--- config.mk ---
export PLATFORM = sky130hd
export DESIGN_NAME = seq_det_ctrl
export DESIGN_NICKNAME = d
export VERILOG_FILES = /design/src/rtl/seq_det_pkg.sv /design/src/rtl/seq_det_moore.sv /design/src/rtl/seq_det_ctrl.sv
export SDC_FILE = /design/constraint.sdc
export NUM_CORES = 1
export LEC_CHECK = 0
export BUFFER_PORTS_ARGS = -buffer_cell sky130_fd_sc_hd__buf_4
export CORE_MARGIN = 2
export CORE_UTILIZATION = 45
export CTS_BUF_LIST = sky130_fd_sc_hd__clkbuf_16
export DETAILED_ROUTE_END_ITERATION = 8
export PLACE_DENSITY = 0.75
export SYNTH_ARGS = -nofsm -noshare
export SYNTH_HDL_FRONTEND = slang
export SYNTH_SLANG_ARGS = --single-unit
export TNS_END_PERCENT = 30
--- constraint.sdc ---
create_clock -name clk -period 2.65 [get_ports clk]
set_input_delay 0.6625 -clock clk [delete_from_list [all_inputs] [get_ports clk]]
set_output_delay 0.6625 -clock clk [all_outputs]
set_load 0.02 [all_outputs]
--- src/rtl/seq_det_pkg.sv ---
// Shared types for the serial 1011 detector and its word-streaming controller.
package seq_det_pkg;

  // Controller phases: wait for a word, shift it out, flush the last Moore output, hold the result.
  typedef enum logic [1:0] {
    IDLE,
    SHIFT,
    FLUSH,
    DONE
  } ctrl_state_t;

  // Detector states: S<k> means the last k bits seen equal the first k pattern bits.
  typedef enum logic [2:0] {
    S0,
    S1,
    S2,
    S3,
    S4
  } det_state_t;

  localparam int PLEN = 4;

  // Next detector state for an arbitrary 4-bit pattern (MSB first in time).
  // Builds the matched prefix plus the new bit, then keeps the longest suffix
  // that is still a pattern prefix, which gives overlapping detection.
  function automatic det_state_t det_next(input logic [PLEN-1:0] pat,
                                          input det_state_t      cur,
                                          input logic            b);
    logic [PLEN:0] seq;
    int            k;
    int            best;
    int            pos;
    logic          ok;
    k   = int'(cur);
    seq = '0;
    for (int i = 0; i < PLEN; i++) begin
      if (i < k) seq[i] = pat[PLEN-1-i];
    end
    seq[k] = b;
    best = 0;
    for (int l = 1; l <= PLEN; l++) begin
      if (l <= k + 1) begin
        ok = 1'b1;
        for (int j = 0; j < PLEN; j++) begin
          if (j < l) begin
            pos = k + 1 - l + j;
            if (seq[pos] != pat[PLEN-1-j]) ok = 1'b0;
          end
        end
        if (ok) best = l;
      end
    end
    return det_state_t'(best[2:0]);
  endfunction

endpackage

--- src/rtl/seq_det_moore.sv ---
// Moore overlapping pattern detector; y is decoded from the registered state only.
module seq_det_moore
  import seq_det_pkg::*;
#(
  parameter logic [3:0] PATTERN = 4'b1011
) (
  input  logic clk,
  input  logic rst,
  input  logic clr,
  input  logic en,
  input  logic din,
  output logic y
);

  det_state_t state;
  det_state_t state_nxt;

  // Next-state: advance on en, otherwise hold.
  always_comb begin
    // NOTE: default first so every path assigns state_nxt and no latch is inferred.
    state_nxt = state;
    if (en) state_nxt = det_next(PATTERN, state, din);
  end

  // State register with synchronous reset and clear back to S0.
  always_ff @(posedge clk) begin
    // NOTE: non-blocking so all registers sample pre-edge values together.
    if (rst || clr) state <= S0;
    else            state <= state_nxt;
  end

  assign y = (state == S4);

endmodule

--- src/rtl/seq_det_ctrl.sv ---
// Streams accepted words MSB-first into the Moore detector and counts matches per frame.
module seq_det_ctrl
  import seq_det_pkg::*;
#(
  parameter int         W       = 8,
  parameter int         CW      = 8,
  parameter logic [3:0] PATTERN = 4'b1011
) (
  input  logic          clk,
  input  logic          rst,
  input  logic          in_valid,
  output logic          in_ready,
  input  logic [W-1:0]  in_data,
  input  logic          in_last,
  output logic          out_valid,
  input  logic          out_ready,
  output logic [CW-1:0] out_count,
  output logic          det_pulse,
  output logic          busy
);

  localparam int            IW   = (W > 1) ? $clog2(W) : 1;
  localparam logic [CW-1:0] CMAX = '1;

  ctrl_state_t   state;
  ctrl_state_t   state_nxt;
  logic [W-1:0]  word_q;
  logic          last_q;
  logic [IW-1:0] idx_q;
  logic          adv_d;
  logic [CW-1:0] count_q;
  logic          busy_q;
  logic          bit_en;
  logic          det_clr;
  logic          accept;
  logic          din;
  logic          y;

  // Next-state and per-state controls for the frame sequencer.
  always_comb begin
    state_nxt = state;
    bit_en    = 1'b0;
    det_clr   = 1'b0;
    out_valid = 1'b0;
    in_ready  = 1'b0;
    case (state)
      IDLE: begin
        in_ready = !rst;
        if (in_valid) state_nxt = SHIFT;
      end
      SHIFT: begin
        bit_en = 1'b1;
        if (idx_q == '0) state_nxt = last_q ? FLUSH : IDLE;
      end
      FLUSH: state_nxt = DONE;
      DONE: begin
        out_valid = 1'b1;
        if (out_ready) begin
          state_nxt = IDLE;
          det_clr   = 1'b1;
        end
      end
      default: state_nxt = IDLE;
    endcase
  end

  assign accept    = in_valid && in_ready;
  assign din       = word_q[idx_q];
  assign det_pulse = adv_d && y;
  assign out_count = count_q;
  assign busy      = busy_q;

  // Sequencer state register.
  always_ff @(posedge clk) begin
    if (rst) state <= IDLE;
    else     state <= state_nxt;
  end

  // Word latch, bit index, advance delay and frame-in-progress flag.
  always_ff @(posedge clk) begin
    if (rst) begin
      word_q <= '0;
      last_q <= 1'b0;
      idx_q  <= '0;
      adv_d  <= 1'b0;
      busy_q <= 1'b0;
    end else begin
      adv_d <= bit_en;
      if (accept) begin
        word_q <= in_data;
        last_q <= in_last;
        idx_q  <= IW'(W - 1);
        busy_q <= 1'b1;
      end else if (state == SHIFT && idx_q != '0) begin
        idx_q <= idx_q - IW'(1);
      end
      if (det_clr) busy_q <= 1'b0;
    end
  end

  // Saturating match counter; cleared when the consumer takes the result.
  always_ff @(posedge clk) begin
    if (rst || det_clr)                 count_q <= '0;
    else if (det_pulse && count_q != CMAX) count_q <= count_q + CW'(1);
  end

  seq_det_moore #(.PATTERN(PATTERN)) u_det (
    .clk (clk),
    .rst (rst),
    .clr (det_clr),
    .en  (bit_en),
    .din (din),
    .y   (y)
  );

endmodule

# [After elaboration in Yosys (flattened, before gate mapping)]
# Index checks and enable logic that the tools add are counted.
# Widths: inputs -> output; s select.
[totals] inputBits=13 regBits=27 output_inout_bits=12 wordCells=142
[op_classes] n_mux=80 n_eq_ne=8 order_cmp=20 n_addsub=13 n_reduce_logical=13
[op_table] operator="$lt 32x5->1 const B" count=10
[op_table] operator="$add 32x2->32 const B" count=3
[op_table] operator="$add 32x3->32 const B" count=3
[op_table] operator="$le 3x32->1 const A" count=2
[op_table] operator="$sub 32x3->32 const B" count=2
[op_table] operator="$mux 1" count=54
[op_table] operator="$bmux 1 s3" count=11
[op_table] operator="$le 2x32->1 const A" count=1
[op_table] operator="$le 4x32->1 const A" count=1
[op_table] operator="$sub 32x2->32 const B" count=1
[op_table] operator="$sub 32x4->32 const B" count=1
[op_table] operator="$mux 3" count=7
[op_table] operator="$mux 2" count=5
[op_table] operator="$add 8x1->8 const B" count=1
[op_table] operator="$lt 3x4->1 const B" count=2
[op_table] operator="$ne 8x8->1 const B" count=1
[op_table] operator="$pmux 2 s4" count=1
[op_table] operator="$lt 2x3->1 const A" count=2
[op_table] operator="$ne 2x2->1 const B" count=3
[op_table] operator="$bwmux 5" count=1
[op_table] operator="$logic_and 1x1->1" count=5
[op_table] operator="$add 3x1->4 const B" count=1
[op_table] operator="$eq 2x2->1 const B" count=2
[op_table] operator="$demux 1 s3" count=1
[op_table] operator="13 further kinds" count=13

# [Depth between registers and ports, before layout]
# Gate-level depths: netlist of run 1.
[logic_depth] word_depth=19 ltp_mapped=10 ltp_nobuf=8

# [By module]
# From an unflattened synthesis of run 1, not the netlist that was laid out.
[hier_totals] cells_unflattened=213 hier_area_um2=1850.5
[modules_own_cells] mod="seq_det_ctrl" area_each_um2=1199.9 n_inst=1 seq_area_each_um2=480.5 cells_each=132
[modules_own_cells] mod="seq_det_moore" area_each_um2=650.6 n_inst=1 seq_area_each_um2=60.1 cells_each=81

# [Least setup slack after synthesis of run 1]
# No wires, ideal clock.
[synth_timing] path_type="register to register" from="register u_det.state[0]" to="register u_det.state[0]" required_time_ns=2.532 n_path_buf=0 synth_period_minus_slack_ns=2.167 t_arrival_ns=2.048 setup_slack_ns=0.483 setup_time_ns=0.118 stages_incl_launch_ff=9 cell_sequence="dfxtp_1 -> inv_1 -> ha_1 -> and3b_1 -> a21oi_1 -> or3_2 -> a221oi_2 -> a2bb2oi_1 -> o21ai_1"
[synth_between] elab_chain_len=19 word_cells_on_any_way=86 cone_classes="add/sub: 11; order compare: 9; mux: 65; reduce/logical: 1"
[synth_lines] element="start, declared" line_no="seq_det_moore.sv:15" rtl="det_state_t state;"
[synth_lines] element="start signal, assigned" line_no="seq_det_moore.sv:29" rtl="else state <= state_nxt;"
[synth_lines] element="branches (longest 18 deep; another with $sub 32x3->32)"
[synth_lines] element="$mux 3 *" line_no="seq_det_pkg.sv:42" rtl="if (l <= k + 1) begin"
# Every way passes the cells marked *. The select of a mux whose other input is x is not followed.
# A chain may end at the register's enable or synchronous reset.

# [Final worst setup path of run 1]
# Same ends and word-level chain as after synthesis.

==> results.ini, run 1 <==
[yosys]
syn_avg_cell_area_sq_um = 8.49
synth_flop_cell = dfxtp_1
synth-edff-count = 0
synth.top_cell.area_share_pct = 35.2
ys_warn_count = 0
ys_seq_area_share_pct = 35.2
synth_cells = 181
async_flop_share_pct = 0
syn_area_sq_um = 1540
synth_top_area_cell = dfxtp_1
synth_cell_type_count = 48
syn_nets = 202
synthTopCellsByArea = dfxtp_1 35%, ha_1 6.5%, o21ai_0 4.9%
ys_ff_latch = 27
yosysMostFrequentCell = dfxtp_1
synth_commonest_cells = 27 x dfxtp_1, 18 x nor2_1, 17 x nand2_1

[global_routing]
grt_busiest_layer = met2
grt_pass1_vias = 1188
use_met1_pct = 22.5
gr-usage-met2_pct = 26.2
grt_use_total_pct = 16.1
grt_pass1_wl_mm = 5.30
gr-usage-met3_pct = 1.62
grt_max_degree = 20
antenna_found_initial = 0
grt-ovfl-total = 0

[routing]
routedWlPerCell_um = 11.7
drt_pass1_iterations = 4
drt_iter0_drc = 43
post-route-drc-count = 0
wirelength_mm = 2.94
vias_per_cell = 5.25
vias = 1323
postRouteAntennaNets = 0

[hold_path]
hold_class = flop to flop
min_delay_path_depth = 2

[clock_network]
cts_resized = 0
cts.clk_slew.worst_paths_ns = 0.06
cts_tree = done
htree_levels = 1
clock-sinks = 27
hold_buffers = 0
numCtsBuffers = 3
clock_latency_ns = 0.26
cts_setup_buffers = 0
cts_buffer_depth = 2
cts-root-buf = clkbuf_16

[floorplanning]
num_rows = 21
die_h_um = 62.4
die_w_um = 62.4
start_util_pct = 46.4
dieArea_sq_um = 3900
pin_count = 25
core_sq_um = 3310

[power_and_ir_drop]
leakagePower_nw = 0.757
power_density_nw_per_um2 = 547
ir_drop_v = 0.000516

[placement]
place_congestion = 0.849
portBuffers = 24
dp.final_hpwl_mm = 2.20
dp.cells = 248

[worst_setup_path]
crit_arrival_ns = 2.44
worst_r2r_path_depth = 8
end_kind = flop
startpoint_type = flop
worstPathRequired_ns = 2.80
worst-setup-path-type = flop to flop
critical_path.max_fanout = 9

[cells_and_area]
diodes = 0
nets = 228
area_growth_pct = 20.3
drive_above_1_share_pct = 21.8
stdcell_count = 252

[timing]
setup_tns_ns = 0
skew_ns = 0.00353
fin_crit_ns = 2.30
finalMaxSlewViolations = 0
maxSlewHeadroom_pct = 65.6
final-hold-violation-count = 0
grt_setup_unrepaired = false
fmax_ghz = 0.435
worst_slew_pin_slew_ns = 0.516
fin_hold_ws_ns = 0.471
setup_violations = 0
period_share_pct = 86.7

[run]
drv_cap = 0

[run_status]
status = finished, final reports clean

flip-flops by register name, indices dropped and copies added, names as in the netlist, named ones only:
signal,count
busy,1
last_q,1
adv_d,1
word_q,8
state,1
idx_q,3
u_det.state,3
out_count,8
path summary, 6_finish.rpt:
kind	start	end	slack [ns]
max	u_det.state[0]$_SDFFE_PP0P_	u_det.state[0]$_SDFFE_PP0P_	0.35
min	word_q[0]$_SDFFE_PP0P_	word_q[0]$_SDFFE_PP0P_	0.47
max reg2reg	u_det.state[0]$_SDFFE_PP0P_	u_det.state[0]$_SDFFE_PP0P_	0.35
min reg2reg	word_q[0]$_SDFFE_PP0P_	word_q[0]$_SDFFE_PP0P_	0.47
where the power goes:
group	internal (mW)	leakage (nW)	switching, mW
registers	0.435	0.221	0.0302
logic	0.103	0.494	0.114
clock network	0.202	0.0423	0.126
total	0.740	0.757	0.270
per-stage QoR:
step	area [sq um]	worst slack [ns]	util, %	total power [mW]
floorplan	1540	0.483	-	0.628
global placement	1770	0.398	53.4	0.688
detailed placement	1770	0.386	53.4	0.689
CTS	1850	0.362	55.8	1.02
global route	1850	0.198	55.8	1.06
finish	1850	0.352	55.8	1.01
per-layer routing:
metal	vias to the layer above	wire, um	share of wire [%]
met5	-	0	0
met1	601	1430	49
li1	688	-	-
met3	2	116	3.9
met2	32	1380	47
met4	0	13	0.44
placed cells by master, fill, tap and decap left out, types with 2 or more instances in the layout:
cell,n
dfxtp_1,27
o211ai_1,2
inv_1,8
xnor2_1,4
buf_4,29
ha_1,8
nand4_1,3
xor2_1,7
mux4_2,2
nand2_1,17
nand3_1,7
nor2_1,18
nand2b_1,10
a31oi_1,3
and4_1,2
a21oi_1,7
and2b_2,2
nor3_1,5
clkbuf_16,3
o21ai_0,15
and3b_1,2
critical path, cell delays in order (launching register included):
cell	delay, ns
dfxtp_1	0.48
inv_1	0.10
ha_1	0.35
and3b_1	0.23
a21oi_1	0.04
or3_2	0.42
a221oi_2	0.31
a2bb2oi_1	0.19
o21ai_1	0.08
cell families after synthesis:
kind of cell,Yosys count,share of synthesized area [%]
buffers and inverters,15,4.48
and+or+nand+nor,76,25.7
muxes,4,4.56
adders and majority gates,8,6.51
DFF,27,35.2
xor gates and xnor gates,11,6.27
AOI/OAI and AO/OA,40,17.3
final cells by class:
class | count | area (sq um)
Inverter | 7 | 26.3
Clock inverter | 1 | 3.75
Sequential cell | 27 | 541
Tap cell | 46 | 57.6
Multi-Input combinational cell | 139 | 927
Fill cell | 331 | 1460
Timing Repair Buffer | 29 | 218
Clock buffer | 3 | 75.1
Note: power is estimated with default switching activity, not from simulation.
==> inputs of run 2 (changes only) <==
CELL_PAD_IN_SITES_DETAIL_PLACEMENT = 0   (was default)
CELL_PAD_IN_SITES_GLOBAL_PLACEMENT = 1   (was default)
CORE_UTILIZATION = 41   (was 45)
PLACE_DENSITY = 0.87   (was 0.75)
==> results.ini, run 2 (synthesized netlist as in run 1, its figures left out) <==
[run_status]
status = finished, final reports clean  ; unchanged

[cells_and_area]
drive_above_1_share_pct = 20.8  ; was 21.8%
final_area_sq_um = 1820  ; was 1850 sq um
diodes = 0  ; unchanged
nets = 224  ; was 228
final_common_cell = dfxtp_1  ; was buf_4
area_growth_pct = 18.6  ; was 20.3%
final_cell_mix = 27 x dfxtp_1, 25 x buf_4, 18 x nor2_1  ; was 29 x buf_4, 27 x dfxtp_1, 18 x nor2_1

[placement]
dp.final_hpwl_mm = 2.20  ; about the same
portBuffers = 24  ; unchanged
place_area_sq_um = 1740  ; was 1770 sq um
place_congestion = 0.807  ; was 0.849

[global_routing]
grt_pass1_vias = 1186  ; was 1188
grt_use_total_pct = 14.9  ; was 16.1%
grt_max_degree = 20  ; unchanged
grt_pass1_wl_mm = 5.06  ; was 5.30 mm
antenna_found_initial = 0  ; unchanged
grt-ovfl-total = 0  ; unchanged

[floorplanning]
start_util_pct = 42.3  ; was 46.4%
pin_count = 25  ; unchanged
die_h_um = 65.2  ; was 62.4 um
core_sq_um = 3630  ; was 3310 sq um
die_w_um = 65.2  ; was 62.4 um
dieArea_sq_um = 4250  ; was 3900 sq um
num_rows = 22  ; was 21

[clock_network]
clock_latency_ns = 0.25  ; was 0.26 ns
numCtsBuffers = 3  ; unchanged
cts.clk_slew.worst_paths_ns = 0.06  ; about the same
cts_resized = 0  ; unchanged
cts-root-buf = clkbuf_16  ; unchanged
cts_buffer_depth = 2  ; unchanged
hold_buffers = 0  ; unchanged
cts_setup_buffers = 0  ; unchanged
cts_tree = done  ; unchanged
htree_levels = 1  ; unchanged
clock-sinks = 27  ; unchanged

[timing]
final-hold-violation-count = 0  ; unchanged
period_share_pct = 90.7  ; was 86.7%
finalMaxSlewViolations = 0  ; unchanged
maxSlewHeadroom_pct = 66.0  ; was 65.6%
worst_slew_pin_slew_ns = 0.510  ; was 0.516 ns
skew_ns = 0.00244  ; was 0.00353 ns
setup_violations = 0  ; unchanged
grt_setup_unrepaired = false  ; unchanged
fmax_ghz = 0.416  ; was 0.435 GHz
setup_tns_ns = 0  ; unchanged
fin_crit_ns = 2.40  ; was 2.30 ns

[routing]
wirelength_mm = 2.97  ; was 2.94 mm
drt_iter0_drc = 86  ; was 43
vias = 1305  ; was 1323
routedWlPerCell_um = 11.9  ; was 11.7 um
vias_per_cell = 5.22  ; was 5.25
postRouteAntennaNets = 0  ; unchanged
post-route-drc-count = 0  ; unchanged
drt_pass1_iterations = 4  ; unchanged

[hold_path]
min_delay_path_depth = 2  ; unchanged
holdCritStartpoint = word_q[1]$_SDFFE_PP0P_  ; was word_q[0]$_SDFFE_PP0P_
hold_class = flop to flop  ; unchanged

[power_and_ir_drop]
p_sw_uw = 272  ; was 270 uW
power_frac_clock_pct = 32.8  ; was 32.4%
p_comb_share_pct = 21.1  ; was 21.5%
p_seq_share_pct = 46.1  ; about the same
leakagePower_nw = 0.736  ; was 0.757 nW
ir_drop_v = 0.000418  ; was 0.000516 V
power_density_nw_per_um2 = 554  ; was 547 nW/um^2
power_mw = 1.01  ; about the same
p_int_uw = 737  ; was 740 uW
switching_share_pct = 26.9  ; was 26.7%

[worst_setup_path]
end_kind = flop  ; unchanged
worst_r2r_startpoint = u_det.state[1]$_SDFFE_PP0P_  ; was u_det.state[0]$_SDFFE_PP0P_
cp-startpoint = u_det.state[1]$_SDFFE_PP0P_  ; was u_det.state[0]$_SDFFE_PP0P_
worst_r2r_path_depth = 8  ; unchanged
critical_path.max_fanout = 11  ; was 9
worstPathRequired_ns = 2.79  ; was 2.80 ns
crit_arrival_ns = 2.55  ; was 2.44 ns
startpoint_type = flop  ; unchanged
worst-setup-path-type = flop to flop  ; unchanged

[run]
drv_cap = 0  ; unchanged

run 2: changes by cell type in the layout (fill, tap and decap cells not counted), sizes merged:
cell    delta
buf        -4
clkinv     +1
inv        -1
run 2: area by class of cell:
| type | count | area [sq um] |
|---|---|---|
| fill | 342 | 1810 |
| multi-input combinational | 139 | 927 |
| sequential | 27 | 541 |
| timing repair buffer | 25 | 188 |
| clock buffer | 3 | 75.1 |
| tap | 48 | 60.1 |
| inverter | 7 | 26.3 |
| clock inverter | 1 | 5.00 |
run 2: per-stage QoR:
step / std cells / hold slack, ns / worst slack (ns) / utilization [%]
5_1_grt: 250 / 0.511 / 0.124 / 50.1
6_report: 250 / 0.475 / 0.247 / 50.1
4_1_cts: 250 / 0.477 / 0.267 / 50.1
3_3_place_gp: 246 / 0.460 / 0.316 / 47.9
2_1_floorplan: 181 / 0.445 / 0.483 / -
3_5_place_dp: 246 / 0.463 / 0.279 / 47.9
run 2: worst paths after layout:
kind / end / slack [ns]
worst min-delay path: word_q[1]$_SDFFE_PP0P_ / 0.47
worst min register to register: word_q[1]$_SDFFE_PP0P_ / 0.47
worst max-delay path: u_det.state[0]$_SDFFE_PP0P_ / 0.25
worst max register to register: u_det.state[0]$_SDFFE_PP0P_ / 0.25
run 2: power groups by stage:
stage                     Combinational [mW]  Sequential (mW)  Clock [mW]
after floorplan                        0.163            0.465           0
after global placement                 0.211            0.474           0
after detailed placement               0.212            0.474           0
after CTS                              0.213            0.465       0.342
after global routing                   0.239            0.470       0.364
final                                  0.213            0.465       0.330
run 2: layer usage:
metal | routed length (um) | up-vias | share of wire (%) | track usage (%)
li1 | - | 678 | - | -
met1 | 1420 | 588 | 48 | 19.5
met2 | 1400 | 35 | 47 | 24.7
met3 | 121 | 4 | 4.1 | 2.23
met4 | 28 | 0 | 0.94 | 5.47
met5 | 0 | - | 0 | 0
run 2: worst max-delay path, stage by stage (launching register included):
cell       delay, ns
dfxtp_1         0.51
inv_1           0.20
ha_1            0.34
buf_4           0.17
a21oi_1         0.08
or3_2           0.42
a221oi_2        0.31
a2bb2oi_1       0.18
o21ai_1         0.08
